## src/rtl/fft_frame_loader.sv

```systemverilog
// rtl/fft_frame_loader.sv - packs a serial complex sample stream into NPTS-lane FFT frames
// Optional build macro: FFT_FRAME_LOADER_ZERO_PAD_EN (an early s_last zero-pads the rest of the frame)
module fft_frame_loader #(
    parameter int WIDTH = 16,
    parameter int NPTS  = 16,
    parameter int CNT_W = 16
) (
    input  logic                    clk,
    input  logic                    rst_n,
    input  logic                    s_valid,
    output logic                    s_ready,
    input  logic [WIDTH-1:0]        s_real,
    input  logic [WIDTH-1:0]        s_imag,
    input  logic                    s_last,
    output logic [WIDTH*NPTS-1:0]   fft_data_real,
    output logic [WIDTH*NPTS-1:0]   fft_data_imag,
    output logic                    fft_start,
    input  logic                    fft_done,
    output logic                    busy,
    output logic                    frame_err,
    output logic [CNT_W-1:0]        frame_count
);

    localparam int K_W = $clog2(NPTS);
    localparam logic [K_W-1:0] K_LAST = K_W'(NPTS - 1);

    typedef enum logic [1:0] {
        S_IDLE,
        S_FILL,
        S_FIRE,
        S_WAIT
    } state_t;

    state_t         state;
    logic [K_W-1:0] k;

    logic accept;
    logic at_last;
    logic frame_end;
    logic len_err;

    assign accept  = s_valid & s_ready;
    assign at_last = (k == K_LAST);

`ifdef FFT_FRAME_LOADER_ZERO_PAD_EN
    logic early_last;
    // An early s_last closes the frame; only a missing s_last on the final lane is an error.
    assign early_last = s_last & ~at_last;
    assign frame_end  = at_last | early_last;
    assign len_err    = ~s_last & at_last;
`else
    // The frame always closes on the NPTS-th accept; s_last is only cross-checked.
    assign frame_end  = at_last;
    assign len_err    = s_last ^ at_last;
`endif

    // Frame sequencer: lane writes, handshake, start pulse, done wait and frame counting.
    always_ff @(posedge clk or negedge rst_n) begin
        if (!rst_n) begin
            state         <= S_IDLE;
            k             <= '0;
            fft_data_real <= '0;
            fft_data_imag <= '0;
            s_ready       <= 1'b0;
            fft_start     <= 1'b0;
            busy          <= 1'b0;
            frame_err     <= 1'b0;
            frame_count   <= '0;
        end else begin
            fft_start <= 1'b0;
            frame_err <= 1'b0;
            case (state)
                S_IDLE: begin
                    state   <= S_FILL;
                    s_ready <= 1'b1;
                end
                S_FILL: begin
                    if (accept) begin
                        fft_data_real[int'(k)*WIDTH +: WIDTH] <= s_real;
                        fft_data_imag[int'(k)*WIDTH +: WIDTH] <= s_imag;
                        frame_err <= len_err;
`ifdef FFT_FRAME_LOADER_ZERO_PAD_EN
                        if (early_last) begin
                            for (int i = 0; i < NPTS; i++) begin
                                if (i > int'(k)) begin
                                    fft_data_real[i*WIDTH +: WIDTH] <= '0;
                                    fft_data_imag[i*WIDTH +: WIDTH] <= '0;
                                end
                            end
                        end
`endif
                        if (frame_end) begin
                            k         <= '0;
                            state     <= S_FIRE;
                            s_ready   <= 1'b0;
                            fft_start <= 1'b1;
                            busy      <= 1'b1;
                        end else begin
                            k <= k + 1'b1;
                        end
                    end
                end
                S_FIRE: begin
                    state <= S_WAIT;
                end
                S_WAIT: begin
                    if (fft_done) begin
                        frame_count <= frame_count + CNT_W'(1);
                        state       <= S_FILL;
                        s_ready     <= 1'b1;
                        busy        <= 1'b0;
                    end
                end
                default: begin
                    state   <= S_IDLE;
                    s_ready <= 1'b0;
                    busy    <= 1'b0;
                end
            endcase
        end
    end

endmodule

```

## config.mk

```make
export PLATFORM = sky130hd
export DESIGN_NAME = fft_frame_loader
export DESIGN_NICKNAME = d
export VERILOG_FILES = /design/src/rtl/fft_frame_loader.sv
export SDC_FILE = /design/constraint.sdc
export NUM_CORES = 1
export LEC_CHECK = 0
export BUFFER_PORTS_ARGS = -buffer_cell sky130_fd_sc_hd__clkbuf_2
export CORE_AREA = 5 5 220 222
export CTS_BUF_LIST = sky130_fd_sc_hd__clkbuf_4
export DETAILED_ROUTE_END_ITERATION = 12
export DIE_AREA = 0 0 225 227
export GPL_TIMING_DRIVEN = 0
export PLACE_DENSITY = 0.7
export SYNTH_ARGS = -nofsm -noshare
export SYNTH_HDL_FRONTEND = slang
export SYNTH_SLANG_ARGS = --single-unit
```

## constraint.sdc

```tcl
create_clock -name clk -period 3.7 [get_ports clk]
set_input_delay 0.555 -clock clk [delete_from_list [all_inputs] [get_ports clk]]
set_output_delay 0.555 -clock clk [all_outputs]
set_load 0.02 [all_outputs]
```

**Yosys cells after proc, flatten, opt, wreduce, memory -nomap -nowiden**

Index checks and enable logic that the tools add are counted.

- $add $sub $neg: 3
- Eq/ne operators: 7
- Shift-type cells: 3
- Multiplexer cells: 20
- Bitwise logic cells: 2
- Reductions and logical operators: 8

Operators by type and width:

| kind | number |
|---|---|
| 256-bit bitwise mux | 2 |
| 16-bit by 33-bit indexed part select with 256-bit output | 2 |
| 16-bit by 33-bit variable shift with 256-bit output, first input constant | 1 |
| 8-bit negation with 33-bit output | 1 |
| 16-bit by 1-bit adder with 16-bit output, second input constant | 1 |
| 1-bit two-way mux | 11 |
| 2-bit one-hot mux with 4 select lines | 1 |
| 4-bit AND reduction | 2 |
| 2-bit two-way mux | 3 |
| 2-bit inequality test, second input constant | 3 |
| 4-bit by 1-bit adder with 4-bit output, second input constant | 1 |
| 2-bit equality test, second input constant | 2 |
| 4-bit equality test, second input constant | 1 |
| 4-bit two-way mux | 1 |
| 2-bit AND reduction | 2 |
| 1-bit one-hot mux with 3 select lines | 1 |
| 3-bit AND reduction | 1 |
| 3-bit nonzero test | 1 |
| 2-bit by 1-bit equality test with 1-bit output, second input constant | 1 |
| 2-bit zero test | 1 |
| 1-bit one-hot mux with 2 select lines | 1 |
| 2-bit nonzero test | 1 |
| 1-bit AND | 1 |
| 1-bit XOR | 1 |

- Flip-flop bits (word level): 538
- Input bits: 37
- Output and inout bits: 532
- Logic and storage cells: 52

**Logic depth before layout (Yosys ltp)**

- Depth in word-level cells: 4
- Depth in mapped cells: 10
- Depth with buffers taken out: 6

**Least setup slack after synthesis**

OpenSTA, ideal clock, no wires.

- Path type: reg2reg
- From: register k[0]
- To: register fft_data_imag[66]
- Setup time: 0.125 ns
- Arrival time: 2.528 ns
- Data required time: 3.575 ns
- Slack: 1.047 ns
- Stages on the path, launching flop included: 9
- Buffers on the path: 3
- Clock period less this slack: 2.653 ns
- Cells stage by stage: dfrtp_1 -> buf_6 -> inv_1 -> ha_1 -> clkbuf_2 -> or4b_4 -> a2111oi_4 -> buf_6 -> mux2_2

- Longest elaborated chain between the ends: 3
- Elaborated cells between the ends (all ways): 4
- Classes of those cells: add/sub (1); shift (2); mux (1)

RTL lines:

| what | line | text |
|---|---|---|
| start: declaration | 35 | `logic [K_W-1:0] k;` |
| start signal: assignment | 99 | `k <= k + 1'b1;` |
| 8-bit negation with 33-bit output * | 80 | `fft_data_imag[int'(k)*WIDTH +: WIDTH] <= s_imag;` |
| 16-bit by 33-bit indexed part select with 256-bit output or 16-bit by 33-bit variable shift with 256-bit output (tied branches) | 80 |  |
| 256-bit bitwise mux * | 80 |  |
| end signal: indexed assignment | 80 |  |
| end: declaration | 16 | `output logic [WIDTH*NPTS-1:0] fft_data_imag,` |

Mark *: on every way between the ends. The rest lies on a longest branch, timed or not.
A chain may end at the register's enable or synchronous reset.

**Worst setup path in the final report**

- From: register k[0]
- To: register fft_data_imag[156]

Same word-level chain as after synthesis.

==> results.tsv <==
metric	value	unit
GRT Total Usage	25.1	%
Worst Path Arrival	3.89	ns
placed inst area	24400	um^2
FF-to-FF Start	k[0]	
drt wl/cell	23.1	um
worst hold path type	in -> reg	
GPL Wtd Cong	0.822	
core box area	46200	um^2
Tcrit/Tclk final	84.0	%
initial antenna violation count	3	
RSZ-0062 raised after global routing	no	
top cell type by total area after synthesis	dfrtp_1	
Slew Limit Fails	0	
Num CTS Buffers	141	
first-pass GRT wire length	96300	um
clk buf depth	3	
Worst Min Path Start	s_valid	
largest net degree at the start of global routing	118	
max_slew headroom	31.0	%
fmax	322	MHz
final instance area	26500	um^2
final WL	64500	um
H-tree Lvls	4	
setup bufs post-CTS	0	
Clock transition at path regs	0.06	ns
Reg-to-Reg End	fft_data_imag[156]	
port buffer count	568	
Syn Inst Count	1354	
Die X-Extent	225	um
Finish-stage setup viols	0	
total grt overflow	0	
FF+latch count, synth	538	
Seq/Total Area, Yosys	65.0	%
hold path depth	3	
DR pass1 iterations	5	
Row Count	79	
Final Skew	0.0500	ns
Worst Tran Pin Value	1.03	ns
Distinct cells, synth	36	
CP Launch Type	flip-flop	
DP HPWL	46300	um
Syn. warnings	0	
Mean Syn Cell Area	15.3	um^2
commonest non-fill, non-tap cell in the layout	clkbuf_2	
Cell Area, Synth	20700	um^2
top cell type's share of synthesized area	65.0	%
worst vdd ir	0.466	mV
setup slack at placement	0.229	ns
Synth area leaders	dfrtp_1 65%, mux2_2 26%, buf_2 1.2%	
fin util	57.4	%
routed vias	14419	
clk_lat worst skew	0.94	ns
Die Y-Extent	227	um
worst reg2reg setup slack	0.59	ns
root buffer cell	clkbuf_4	
worst-path fanout max	10	
Final min period	3.11	ns
nets@finish	2149	
most frequent cells in the layout	568 x clkbuf_2, 538 x dfrtp_1, 474 x mux2_2	
crit end category	flip-flop	
Clock Sinks	538	
P per Cell Area	777	nW/um^2
Hold Vio Cnt, Final	0	
Min-Delay Endpoint	frame_err	
share of cells above drive strength 1	60.2	%
Antenna Nets Post-Route	0	
critical path class	reg -> reg	
Worst Hold Slack	0.238	ns
vias per cell	5.16	
Pleak	14.7	nW
post-synth net total	1399	
Initial Utilization	44.9	%
Layout area overhead	28.0	%
initial DRC count	755	
final worst slack	0.592	ns
Crit. Startpoint	k[0]	
TritonCTS clock tree	built	
IO Count	569	
run status	finished, final reports clean	
reg2reg path depth	10	
number of max-cap violations	0	
worst endpoint required time	4.48	ns
drt drc	0	
vias in the first global route	15393	
Die ar.	51100	um^2
## flip-flops by register name, summed over array words and instances (netlist names)
| name | count |
|---|---|
| busy | 1 |
| fft_data_imag | 256 |
| fft_data_real | 256 |
| fft_start | 1 |
| frame_count | 16 |
| frame_err | 1 |
| k | 4 |
| s_ready | 1 |
| state | 2 |
## cells in the mapped netlist
library cell / n
a2111oi_4: 1
a211oi_1: 1
a21bo_2: 1
a21boi_0: 1
a21oi_1: 3
a221oi_1: 1
and2_1: 17
and3_1: 5
and4_1: 1
buf_2: 48
buf_6: 4
clkbuf_1: 43
clkbuf_2: 1
dfrtp_1: 538
ha_1: 8
inv_1: 39
mux2_1: 7
mux2_2: 474
mux2i_1: 2
nand2_1: 19
nand2b_1: 7
nand3_1: 41
nand3b_1: 2
nand4_1: 8
nor2_1: 11
nor3_1: 7
nor3b_1: 2
nor4_1: 2
nor4_2: 1
o2111ai_1: 1
o21ai_0: 36
o2bb2ai_1: 1
o41ai_1: 1
or4b_4: 1
xnor2_1: 10
xor2_1: 9
## metal layers
layer	track usage, %	share of wire, %	vias up
met5	0	0.011	-
met4	11.4	3.8	2
met3	8.86	7.9	136
met2	40.3	49	582
met1	30.8	40	7410
li1	-	-	6289
## area by class of cell
| type | instances | area [um^2] |
|---|---|---|
| antenna | 1 | 2.50 |
| multi-input combinational | 681 | 6660 |
| clock inverter | 26 | 215 |
| inverter | 39 | 146 |
| buffer | 96 | 452 |
| clock buffer | 200 | 1500 |
| timing repair buffer | 607 | 3310 |
| sequential | 538 | 13500 |
| fill | 3844 | 19700 |
| tap | 607 | 759 |
## power by group
| group | leakage (nW) | internal [mW] | total (mW) | switching (mW) |
|---|---|---|---|---|
| clock network | 1.02 | 2.74 | 5.11 | 2.37 |
| logic | 6.47 | 2.60 | 7.00 | 4.41 |
| registers | 7.18 | 7.54 | 8.49 | 0.955 |
| total | 14.7 | 12.9 | 20.6 | 7.73 |
## critical path, cell delays in order (launching register included)
cell and delay [ns]:
dfrtp_1 0.36, buf_6 0.13, inv_1 0.10, ha_1 0.20, buf_2 0.16, xnor2_2 0.46
and3_1 0.28, and3_1 0.17, clkbuf_1 0.37, buf_2 0.37, mux2_2 0.37
## logic make-up (layout without fill, tap and decap cells)
kind of cell / count (synthesis) / after routing / share of synthesized area, %
muxes: 483 / 483 / 26.3
adders and majority gates: 8 / 8 / 0.483
DFF: 538 / 538 / 65.0
AOI/OAI and AO/OA: 47 / 47 / 1.37
and+or+nand+nor: 124 / 124 / 3.20
buffers and inverters: 135 / 968 / 2.89
other: 0 / 1 / 0
xor gates and xnor gates: 19 / 19 / 0.804
## how the worst max path moves through the flow
stage          slack (ns)            endpoint  cells after the start
2_1_floorplan        1.05   fft_data_imag[66]                      8
3_3_place_gp        -9.91  fft_data_real[117]                      1
3_5_place_dp         0.23  fft_data_imag[149]                     10
4_1_cts              0.20  fft_data_imag[156]                     10
5_1_grt              0.32  fft_data_imag[156]                     10
6_report             0.59  fft_data_imag[156]                     10
## timing repair
action	4_1_cts	5_1_grt
endpoints found under the setup margin	0	20
endpoints found under the hold margin	290	0
gates resized for setup	0	1
hold buffers	35	0
## stage by stage
stage | total power [mW] | setup TNS (ns) | std cells
floorplan | 12.6 | 0 | 1354
global placement | 15.4 | -5302.89 | 2529
detailed placement | 15.6 | 0 | 2533
CTS | 20.8 | 0 | 2794
global route | 21.7 | 0 | 2795
finish | 20.6 | 0 | 2795
Power figures use the tool's default switching activity.
